==> src/rtl/math_operand_collector.sv <==
// rtl/math_operand_collector.sv - groups a serial operand stream into (a, b, c) triplets
// Collection stage (reg_a/reg_b) is decoupled from the output register so gathering overlaps the hand-off.
module math_operand_collector #(
  parameter int DATASIZE = 16,
  parameter int CNTSIZE  = 16
) (
  input  logic                clk,
  input  logic                rst,
  input  logic                in_valid,
  output logic                in_ready,
  input  logic [DATASIZE-1:0] in_data,
  input  logic                in_clear,
  output logic                out_valid,
  input  logic                out_ready,
  output logic [DATASIZE-1:0] out_a,
  output logic [DATASIZE-1:0] out_b,
  output logic [DATASIZE-1:0] out_c,
  output logic [1:0]          idx,
  output logic [CNTSIZE-1:0]  triplet_cnt
);

  logic [1:0]          idx_q, idx_d;
  logic [DATASIZE-1:0] reg_a_q, reg_a_d;
  logic [DATASIZE-1:0] reg_b_q, reg_b_d;
  logic [DATASIZE-1:0] out_a_q, out_a_d;
  logic [DATASIZE-1:0] out_b_q, out_b_d;
  logic [DATASIZE-1:0] out_c_q, out_c_d;
  logic                out_valid_q, out_valid_d;
  logic [CNTSIZE-1:0]  cnt_q, cnt_d;

  logic accept;
  logic load;
  logic handshake;

  // The third word may only enter when the output slot is free or draining this cycle.
  assign in_ready  = rst && !in_clear && ((idx_q != 2'd2) || !out_valid_q || out_ready);
  assign accept    = in_valid && in_ready;
  assign load      = accept && (idx_q == 2'd2);
  assign handshake = out_valid_q && out_ready;

  always_comb begin
    idx_d       = idx_q;
    reg_a_d     = reg_a_q;
    reg_b_d     = reg_b_q;
    out_a_d     = out_a_q;
    out_b_d     = out_b_q;
    out_c_d     = out_c_q;
    out_valid_d = out_valid_q;
    cnt_d       = cnt_q;

    if (handshake) begin
      out_valid_d = 1'b0;
      cnt_d       = cnt_q + {{(CNTSIZE-1){1'b0}}, 1'b1};
    end

    if (in_clear) begin
      idx_d = 2'd0;
    end else if (accept) begin
      case (idx_q)
        2'd0: begin
          reg_a_d = in_data;
          idx_d   = 2'd1;
        end
        2'd1: begin
          reg_b_d = in_data;
          idx_d   = 2'd2;
        end
        default: begin
          out_a_d     = reg_a_q;
          out_b_d     = reg_b_q;
          out_c_d     = in_data;
          out_valid_d = 1'b1;
          idx_d       = 2'd0;
        end
      endcase
    end
  end

  always_ff @(posedge clk or negedge rst) begin
    if (!rst) begin
      idx_q       <= 2'd0;
      reg_a_q     <= '0;
      reg_b_q     <= '0;
      out_a_q     <= '0;
      out_b_q     <= '0;
      out_c_q     <= '0;
      out_valid_q <= 1'b0;
      cnt_q       <= '0;
    end else begin
      idx_q       <= idx_d;
      reg_a_q     <= reg_a_d;
      reg_b_q     <= reg_b_d;
      out_a_q     <= out_a_d;
      out_b_q     <= out_b_d;
      out_c_q     <= out_c_d;
      out_valid_q <= out_valid_d;
      cnt_q       <= cnt_d;
    end
  end

  assign out_valid   = out_valid_q;
  assign out_a       = out_a_q;
  assign out_b       = out_b_q;
  assign out_c       = out_c_q;
  assign idx         = idx_q;
  assign triplet_cnt = cnt_q;

endmodule

==> config.mk <==
export PLATFORM = sky130hd
export DESIGN_NAME = math_operand_collector
export DESIGN_NICKNAME = d
export VERILOG_FILES = /design/src/rtl/math_operand_collector.sv
export SDC_FILE = /design/constraint.sdc
export NUM_CORES = 1
export LEC_CHECK = 0
export ABC_AREA = 1
export CAP_MARGIN = 20
export CORE_ASPECT_RATIO = 0.7
export CORE_MARGIN = 4
export CORE_UTILIZATION = 50
export DETAILED_ROUTE_END_ITERATION = 16
export PLACE_DENSITY_LB_ADDON = 0.08
export SYNTH_ARGS = -nofsm -noshare
export SYNTH_HDL_FRONTEND = slang
export SYNTH_SLANG_ARGS = --single-unit
export TNS_END_PERCENT = 10
==> constraint.sdc <==
create_clock -name clk -period 1.6 [get_ports clk]
set_input_delay 0.48 -clock clk [delete_from_list [all_inputs] [get_ports clk]]
set_output_delay 0.48 -clock clk [all_outputs]
set_load 0.05 [all_outputs]
==> results of run 1 <==
-- routing by layer --
metal	vias up	GRT usage, %
met5	-	0
met4	0	6.077
met3	13	6.177
met2	127	31.67
met1	1553	31.31
li1	1551	-
-- cells by family (layout without fill, tap and decap cells) --
kind of cell / after synthesis / in the layout / share of synthesized area (%)
compound gates: 83 / 83 / 10.37
fa+ha+maj: 1 / 1 / 0.3125
flops: 99 / 99 / 61.88
simple gates: 158 / 158 / 16.44
mux: 1 / 1 / 0.2812
xor+xnor: 8 / 8 / 1.750
buf+inv: 82 / 186 / 8.969
-- layout by cell type (no fill, tap or decap), types with 2 or more instances in the layout --
cell type,synthesis,routed
sky130_fd_sc_hd__nand2_2,1,2
sky130_fd_sc_hd__clkdlybuf4s50_1,0,17
sky130_fd_sc_hd__clkinvlp_4,0,2
sky130_fd_sc_hd__nor3_1,3,3
sky130_fd_sc_hd__xor2_1,5,5
sky130_fd_sc_hd__dlygate4sd2_1,0,2
sky130_fd_sc_hd__nand3_1,10,10
sky130_fd_sc_hd__clkbuf_8,0,3
sky130_fd_sc_hd__inv_1,66,63
sky130_fd_sc_hd__dfrtp_1,99,96
sky130_fd_sc_hd__nor2_1,18,17
sky130_fd_sc_hd__o21ai_0,76,76
sky130_fd_sc_hd__buf_4,4,13
sky130_fd_sc_hd__nand4_1,9,9
sky130_fd_sc_hd__clkbuf_16,0,9
sky130_fd_sc_hd__buf_12,0,72
sky130_fd_sc_hd__nand2_1,114,113
sky130_fd_sc_hd__inv_2,0,3
sky130_fd_sc_hd__dfrtp_2,0,3
sky130_fd_sc_hd__o21ai_1,6,6
sky130_fd_sc_hd__xnor2_1,3,3
-- flip-flops by register name (all words and copies together), names as in the netlist --
register,cells
idx,2
out_a,16
out_b,16
out_c,16
out_valid,1
reg_a_q,16
reg_b_q,16
triplet_cnt,16
-- final cells by class --
| cell class | instances | area (sq um) | share of cell area [%] |
|---|---|---|---|
| inverter | 66 | 247.7 | 4.073 |
| clock inverter | 3 | 45.04 | 0.7406 |
| timing repair buffer | 104 | 1727 | 28.39 |
| sequential | 99 | 2481 | 40.79 |
| clock buffer | 13 | 270.3 | 4.444 |
| multi-input combinational | 251 | 1189 | 19.54 |
| tap | 98 | 122.6 | 2.016 |
-- per-stage QoR --
step	power, mW	cells	hold slack, ps	utilization (%)	worst slack (ps)
floorplan	3.916	432	184.4	-	-59.48
global placement	4.821	616	465.1	76.11	-322.2
detailed placement	4.884	616	473.8	76.11	-387.9
CTS	7.128	634	271.9	80.59	-59.84
global route	7.391	634	290.8	80.59	-90.20
finish	7.064	634	245.3	80.59	-54.97
-- critical path, delay by kind of cell (launching register included) --
kind	cells	cell delay, ps
AND/OR/NAND/NOR	1	50
AO/OA/AOI/OAI	1	160
buffers and inverters	2	200
flip-flops	1	420
-- final timing paths --
kind	slack, ps	endpoint	from	depth (start not counted)
max	-50	in_ready	idx[1]	4
min	250	out_a[2]	rst	2
max reg2reg	180	triplet_cnt[12]	triplet_cnt[0]	7
min reg2reg	490	reg_a_q[15]	reg_a_q[15]	2
max in group asynchronous	950	idx[1]	rst	2
min in group clk	490	reg_a_q[15]	reg_a_q[15]	2
-- what timing repair did --
| item | in CTS | in global routing |
|---|---|---|
| gates resized for setup | 8 | 0 |
| endpoints found under the setup margin | 24 | 1 |
| endpoints found under the hold margin | 0 | 0 |
| setup buffers | 2 | 0 |
| pin swaps | 1 | 0 |
-- power breakdown --
group / internal, mW / leakage, nW / switching (mW) / total (mW)
sequential: 2.84 / 1.32 / 0.296 / 3.14
clock: 1.34 / 0.148 / 0.873 / 2.21
combinational: 0.785 / 1.42 / 0.927 / 1.71
==> results_tabular.tex, run 1 <==
\begin{tabular}{lr}
\hline
Metric & Value \\
\hline
\multicolumn{2}{l}{\textbf{STA}} \\
Ratio of final minimum period to clock period & 103.4\% \\
Final-report max-slew violation count & 0 \\
Slew at the pin closest to its max-slew limit & 508.0 ps \\
RSZ-0062 raised after global routing & true \\
Setup TNS after final layout & -54.97 ps \\
PnR worst setup slack & -54.97 ps \\
Hold violation total from the final report & 0 \\
Max-slew headroom & 66.14\% \\
Time the final worst path needs with I/O delays and setup & 1655 ps \\
Setup Skew & 7.755 ps \\
Fmax & 0.6042 GHz \\
Total setup violations reported at the end of the flow & 1 \\
\multicolumn{2}{l}{\textbf{Route}} \\
Top routing layer in use & met4 \\
Routed met1 length & 4382 um \\
Met2 WL & 4457 um \\
Met3 wire length & 723 um \\
Post-detailed-routing wire length & 9680 um \\
Pre-antenna DRT Iters & 5 \\
DR WL/cell & 15.27 um \\
Antenna Nets Post-Route & 0 \\
Via total after detailed routing & 3244 \\
DR iter-0 viols & 227 \\
Number of DRC violations after detailed routing & 0 \\
Via density & 5.117 \\
\multicolumn{2}{l}{\textbf{Worst setup path}} \\
Crit path max fanout & 2 \\
Worst setup path class & register to output pin \\
Critical Path, Cell by Cell & inv\_2, nor2\_2, a21oi\_4, buf\_12 \\
CP peak stage delay & 420 ps \\
Startpoint class of the critical path & register \\
Critical path endpoint category & output pin \\
Critical-path top delay cell & sky130\_fd\_sc\_hd\_\_dfrtp\_2 \\
Critical path data required time & 1120 ps \\
Data arrival at the endpoint of the critical path & 1170 ps \\
\multicolumn{2}{l}{\textbf{Cells and area}} \\
Number of nets in the final layout & 553 \\
Share of final-layout standard cells stronger than drive strength 1 & 21.08\% \\
Layout overhead on the synthesized area & 51.91\% \\
Summed area of non-filler cells in the final layout & 0.006082 sq mm \\
Layout filler cell count & 465 \\
Antenna Cells & 0 \\
\multicolumn{2}{l}{\textbf{Worst hold path}} \\
Worst min path class & input port to asynchronous set/reset pin \\
\multicolumn{2}{l}{\textbf{Floorplan}} \\
Floorplan row count & 26 \\
Area of the core & 0.007547 sq mm \\
Initial Utilization & 53.05\% \\
Die area & 0.009526 sq mm \\
I/O pin count & 89 \\
Die height & 82.87 um \\
Die boundary width & 115.0 um \\
\multicolumn{2}{l}{\textbf{Clock tree}} \\
Clock root cell & sky130\_fd\_sc\_hd\_\_clkbuf\_16 \\
Number of sinks driven by the clock tree & 99 \\
H-Tree Level Count & 3 \\
Max Root-Sink Buffers & 2 \\
Cts bufs inserted & 9 \\
Clock tree from TritonCTS & yes \\
Number of hold-repair buffers added at the cts stage & 0 \\
Clock transition time at the flip-flop clock pins of the worst setup and hold paths & 60 ps \\
Clock Latency Late Sink & 340 ps \\
\multicolumn{2}{l}{\textbf{GRT}} \\
Global-route wire length before repair & 16300 um \\
Via count of the first global-routing pass & 3210 \\
Initial antenna violation count & 0 \\
Remaining global-route overflow & 0 \\
Global-route usage over all layers & 21.55\% \\
Pin count of the biggest net entering global routing & 100 \\
\multicolumn{2}{l}{\textbf{Place}} \\
DP Wirelength & 6684 um \\
Number of port buffers & 88 \\
Routability congestion estimate & 0.8619 \\
Area after DPL & 0.005744 sq mm \\
\multicolumn{2}{l}{\textbf{Yosys}} \\
Proportion of netlist area held by the largest area contributor & 61.88\% \\
Number of flops mapped to enable cells by yosys & 0 \\
Count leader, synth & sky130\_fd\_sc\_hd\_\_nand2\_1 \\
Dominant synthesized flop cell & sky130\_fd\_sc\_hd\_\_dfrtp\_1 \\
Mapped Cells & 432 \\
Ys async rst share & 100.0\% \\
Distinct cell type count after synthesis & 23 \\
Most area-consuming cells after synthesis & sky130\_fd\_sc\_hd\_\_dfrtp\_1 (62\%), sky130\_fd\_sc\_hd\_\_nand2\_1 (11\%), sky130\_fd\_sc\_hd\_\_o21ai\_0 (9.5\%) \\
Post-synth design cell area & 0.004004 sq mm \\
Sequential cell area fraction in the yosys report & 61.88\% \\
Synthesized area per cell & 9.268 sq um \\
Post-synth net total & 454 \\
Synthesis Warnings & 0 \\
Most used standard cells in the synthesized netlist & sky130\_fd\_sc\_hd\_\_nand2\_1 (114), sky130\_fd\_sc\_hd\_\_dfrtp\_1 (99), sky130\_fd\_sc\_hd\_\_o21ai\_0 (76) \\
\#FFs+latches synth & 99 \\
Cell accounting for the most synthesized area & sky130\_fd\_sc\_hd\_\_dfrtp\_1 \\
\multicolumn{2}{l}{\textbf{Outcome}} \\
Failing checks & negative setup slack \\
Run status & complete, but fails checks \\
\multicolumn{2}{l}{\textbf{Pwr}} \\
Maximum resistive drop on vdd & 681.0 uV \\
Leakage power total & 2.888 nW \\
Pwr Density & 1162 mW/mm\^{}2 \\
\multicolumn{2}{l}{\textbf{Flow run}} \\
Number of maximum-capacitance violations & 0 \\
\hline
\end{tabular}
Power figures use the tool's default switching activity.
==> inputs of run 2 (changes only) <==
Settings changed: CTS_CLUSTER_SIZE set to 24.
==> results of run 2 <==
Final layout, timing and power as in run 1 (identical DEF).
==> inputs of run 3 (changes only) <==
Settings changed: CORE_MARGIN 4 to not set.
==> run 3 against run 2 <==
  * The flow still finishes with violations (negative setup slack)
  * Count of clock-buffer cells in the layout down 3
  * Non-clock buffer count is the same
  * Clock power is 4% lower
  * Die area fell by 12%
  * Global-route usage rose by 4.1 points
  * Routed wire length about the same
  * Fmax shrank 0.84%
  * Combinational power about the same
  * Sequential power about the same
  * Design area down 0.21%
  * Largest cell class unchanged
  * Largest power group unchanged
==> results_tabular.tex, run 3 (synthesis gave the netlist of run 1 again) <==
\begin{tabular}{lr}
\hline
Metric & Value \\
\hline
\multicolumn{2}{l}{\textbf{Outcome}} \\
Run status & complete, but fails checks \\
Failing checks & negative setup slack \\
\multicolumn{2}{l}{\textbf{Route}} \\
Via total after detailed routing & 3223 (-0.65\%) \\
Pre-antenna DRT Iters & 5 (unchanged) \\
DR iter-0 viols & 205 (-9.7\%) \\
Via density & 5.084 (-0.65\%) \\
DR WL/cell & 15.27 um (about the same) \\
Antenna Nets Post-Route & 0 (unchanged) \\
Post-detailed-routing wire length & 9682 um (about the same) \\
Number of DRC violations after detailed routing & 0 (unchanged) \\
\multicolumn{2}{l}{\textbf{Clock tree}} \\
Number of hold-repair buffers added at the cts stage & 0 (unchanged) \\
Max Root-Sink Buffers & 2 (unchanged) \\
H-Tree Level Count & 3 (unchanged) \\
Clock tree from TritonCTS & yes \\
Cts bufs inserted & 9 (unchanged) \\
Clock transition time at the flip-flop clock pins of the worst setup and hold paths & 60 ps (about the same) \\
Clock Latency Late Sink & 350 ps (about the same) \\
Number of sinks driven by the clock tree & 99 (unchanged) \\
Clock root cell & sky130\_fd\_sc\_hd\_\_clkbuf\_16 \\
\multicolumn{2}{l}{\textbf{GRT}} \\
Pin count of the biggest net entering global routing & 100 (unchanged) \\
Global-route usage over all layers & 25.63\% (+4.1 points) \\
Via count of the first global-routing pass & 3171 (-1.2\%) \\
Global-route wire length before repair & 15930 um (-2.2\%) \\
Remaining global-route overflow & 0 (unchanged) \\
Initial antenna violation count & 0 (unchanged) \\
\multicolumn{2}{l}{\textbf{Place}} \\
Number of port buffers & 88 (unchanged) \\
Post-place setup slack & -398.2 ps (-10.35 ps) \\
Routability congestion estimate & 0.8690 (+0.82\%) \\
Area after DPL & 0.005744 sq mm (unchanged) \\
DP Wirelength & 6585 um (-1.5\%) \\
\multicolumn{2}{l}{\textbf{Worst setup path}} \\
CP peak stage delay & 420 ps (about the same) \\
Startpoint of the lowest-slack register-to-register path & triplet\_cnt[2] \\
Crit path max fanout & 2 (unchanged) \\
Critical-path top delay cell & sky130\_fd\_sc\_hd\_\_dfrtp\_2 \\
Cell family contributing the most delay on the critical path & flip-flops \\
Startpoint class of the critical path & register \\
Buffering stage count on the worst path with inverters included & 2 (unchanged) \\
Setup slack of the worst register-to-register path & 160 ps (-20 ps) \\
Endpoint of the most critical register-to-register path & triplet\_cnt[9] \\
Origin of the worst setup path & idx[1] \\
Worst setup path class & register to output pin \\
Depth of the worst register-to-register path & 5 (-2) \\
Critical Path, Cell by Cell & inv\_2, nor2\_4, a21oi\_4, buf\_12 \\
Critical path endpoint category & output pin \\
Data arrival at the endpoint of the critical path & 1190 ps (+20 ps) \\
Critical path data required time & 1120 ps (about the same) \\
\multicolumn{2}{l}{\textbf{Floorplan}} \\
Die boundary width & 109.0 um (-5.2\%) \\
Die area & 0.008375 sq mm (-12\%) \\
Initial Utilization & 53.28\% (+0.23 points) \\
Die height & 76.87 um (-7.2\%) \\
I/O pin count & 89 (unchanged) \\
Area of the core & 0.007515 sq mm (-0.43\%) \\
Floorplan row count & 26 (unchanged) \\
\multicolumn{2}{l}{\textbf{STA}} \\
PnR worst setup slack & -69.00 ps (-14.04 ps) \\
Ratio of final minimum period to clock period & 104.3\% (+0.88 points) \\
Final-report max-slew violation count & 0 (unchanged) \\
Slew at the pin closest to its max-slew limit & 503.0 ps (-4.919 ps) \\
RSZ-0062 raised after global routing & true \\
Fmax & 0.5992 GHz (-0.84\%) \\
Hold violation total from the final report & 0 (unchanged) \\
Total setup violations reported at the end of the flow & 1 (unchanged) \\
Setup Skew & 6.611 ps (-1.145 ps) \\
Max-slew headroom & 66.46\% (+0.33 points) \\
Time the final worst path needs with I/O delays and setup & 1669 ps (+14.04 ps) \\
\multicolumn{2}{l}{\textbf{Cells and area}} \\
Footprint of the flip-flops and latches & 0.002481 sq mm (unchanged) \\
Antenna Cells & 0 (unchanged) \\
Number of nets in the final layout & 553 (unchanged) \\
Commonest cells after routing, fill and taps aside & sky130\_fd\_sc\_hd\_\_nand2\_1 (113), sky130\_fd\_sc\_hd\_\_dfrtp\_1 (96), sky130\_fd\_sc\_hd\_\_o21ai\_0 (76) \\
Share of final-layout standard cells stronger than drive strength 1 & 21.27\% (+0.19 points) \\
Summed area of non-filler cells in the final layout & 0.006070 sq mm (-0.21\%) \\
Area of combinational cells with multiple inputs & 0.001196 sq mm (+0.63\%) \\
Layout filler cell count & 469 (+0.86\%) \\
Most common cell after layout, fill and taps aside & sky130\_fd\_sc\_hd\_\_nand2\_1 \\
Layout overhead on the synthesized area & 51.59\% \\
\multicolumn{2}{l}{\textbf{Worst hold path}} \\
Worst min path class & input port to asynchronous set/reset pin \\
\multicolumn{2}{l}{\textbf{Pwr}} \\
Pwr Density & 1150 mW/mm\^{}2 (-0.99\%) \\
Leakage power total & 2.874 nW (-0.50\%) \\
Maximum resistive drop on vdd & 837.6 uV (+23\%) \\
\multicolumn{2}{l}{\textbf{Flow run}} \\
Number of maximum-capacitance violations & 0 (unchanged) \\
\hline
\end{tabular}
[run 3: per-layer routing]
| metal | track usage, % | routed length, um | up-vias |
|---|---|---|---|
| li1 | - | - | 1553 |
| met2 | 39.06 | 4555 | 101 |
| met5 | 0 | 0 | - |
| met1 | 34.70 | 4316 | 1559 |
| met3 | 8.844 | 701 | 10 |
| met4 | 7.297 | 109 | 0 |
[run 3: report_power, final]
| part | internal [mW] | leakage, nW | switching, mW |
|---|---|---|---|
| Combinational | 0.784 | 1.42 | 0.930 |
| Sequential | 2.84 | 1.32 | 0.290 |
| Clock | 1.21 | 0.135 | 0.923 |
| Total | 4.84 | 2.87 | 2.14 |
[run 3: how the worst max path moves through the flow]
stage	endpoint	depth (start not counted)	slack, ps
floorplan	triplet_cnt[6]	5	-60
global placement	in_ready	4	-320
detailed placement	out_a[4]	7	-400
CTS	in_ready	4	-60
global route	in_ready	4	-100
finish	in_ready	4	-70
[run 3: timing repair]
item / 4_1_cts / 5_1_grt
setup buffers: 2 / 0
endpoints found under the setup margin: 44 / 2
pin swaps: 1 / 0
resized for setup: 9 / 1
[run 3: cell type report]
class                           count  share of cell area, %
Sequential cell                    99                  40.88
Timing Repair Buffer              104                  28.45
Multi-Input combinational cell    251                  19.71
Inverter                           66                  4.082
Clock buffer                       10                  3.772
Tap cell                           98                  2.020
Clock inverter                      6                  1.093
[run 3: per-stage QoR]
stage	TNS, ps	instances	total power, mW	util (%)	hold slack (ps)
after floorplan	-159.5	432	3.916	-	184.4
after global placement	-26510	616	4.815	76.44	465.2
after detailed placement	-31720	616	4.875	76.44	473.3
after CTS	-59.79	634	7.018	80.74	258.3
after global routing	-100.6	634	7.272	80.77	269.1
final	-69.00	634	6.980	80.77	227.1
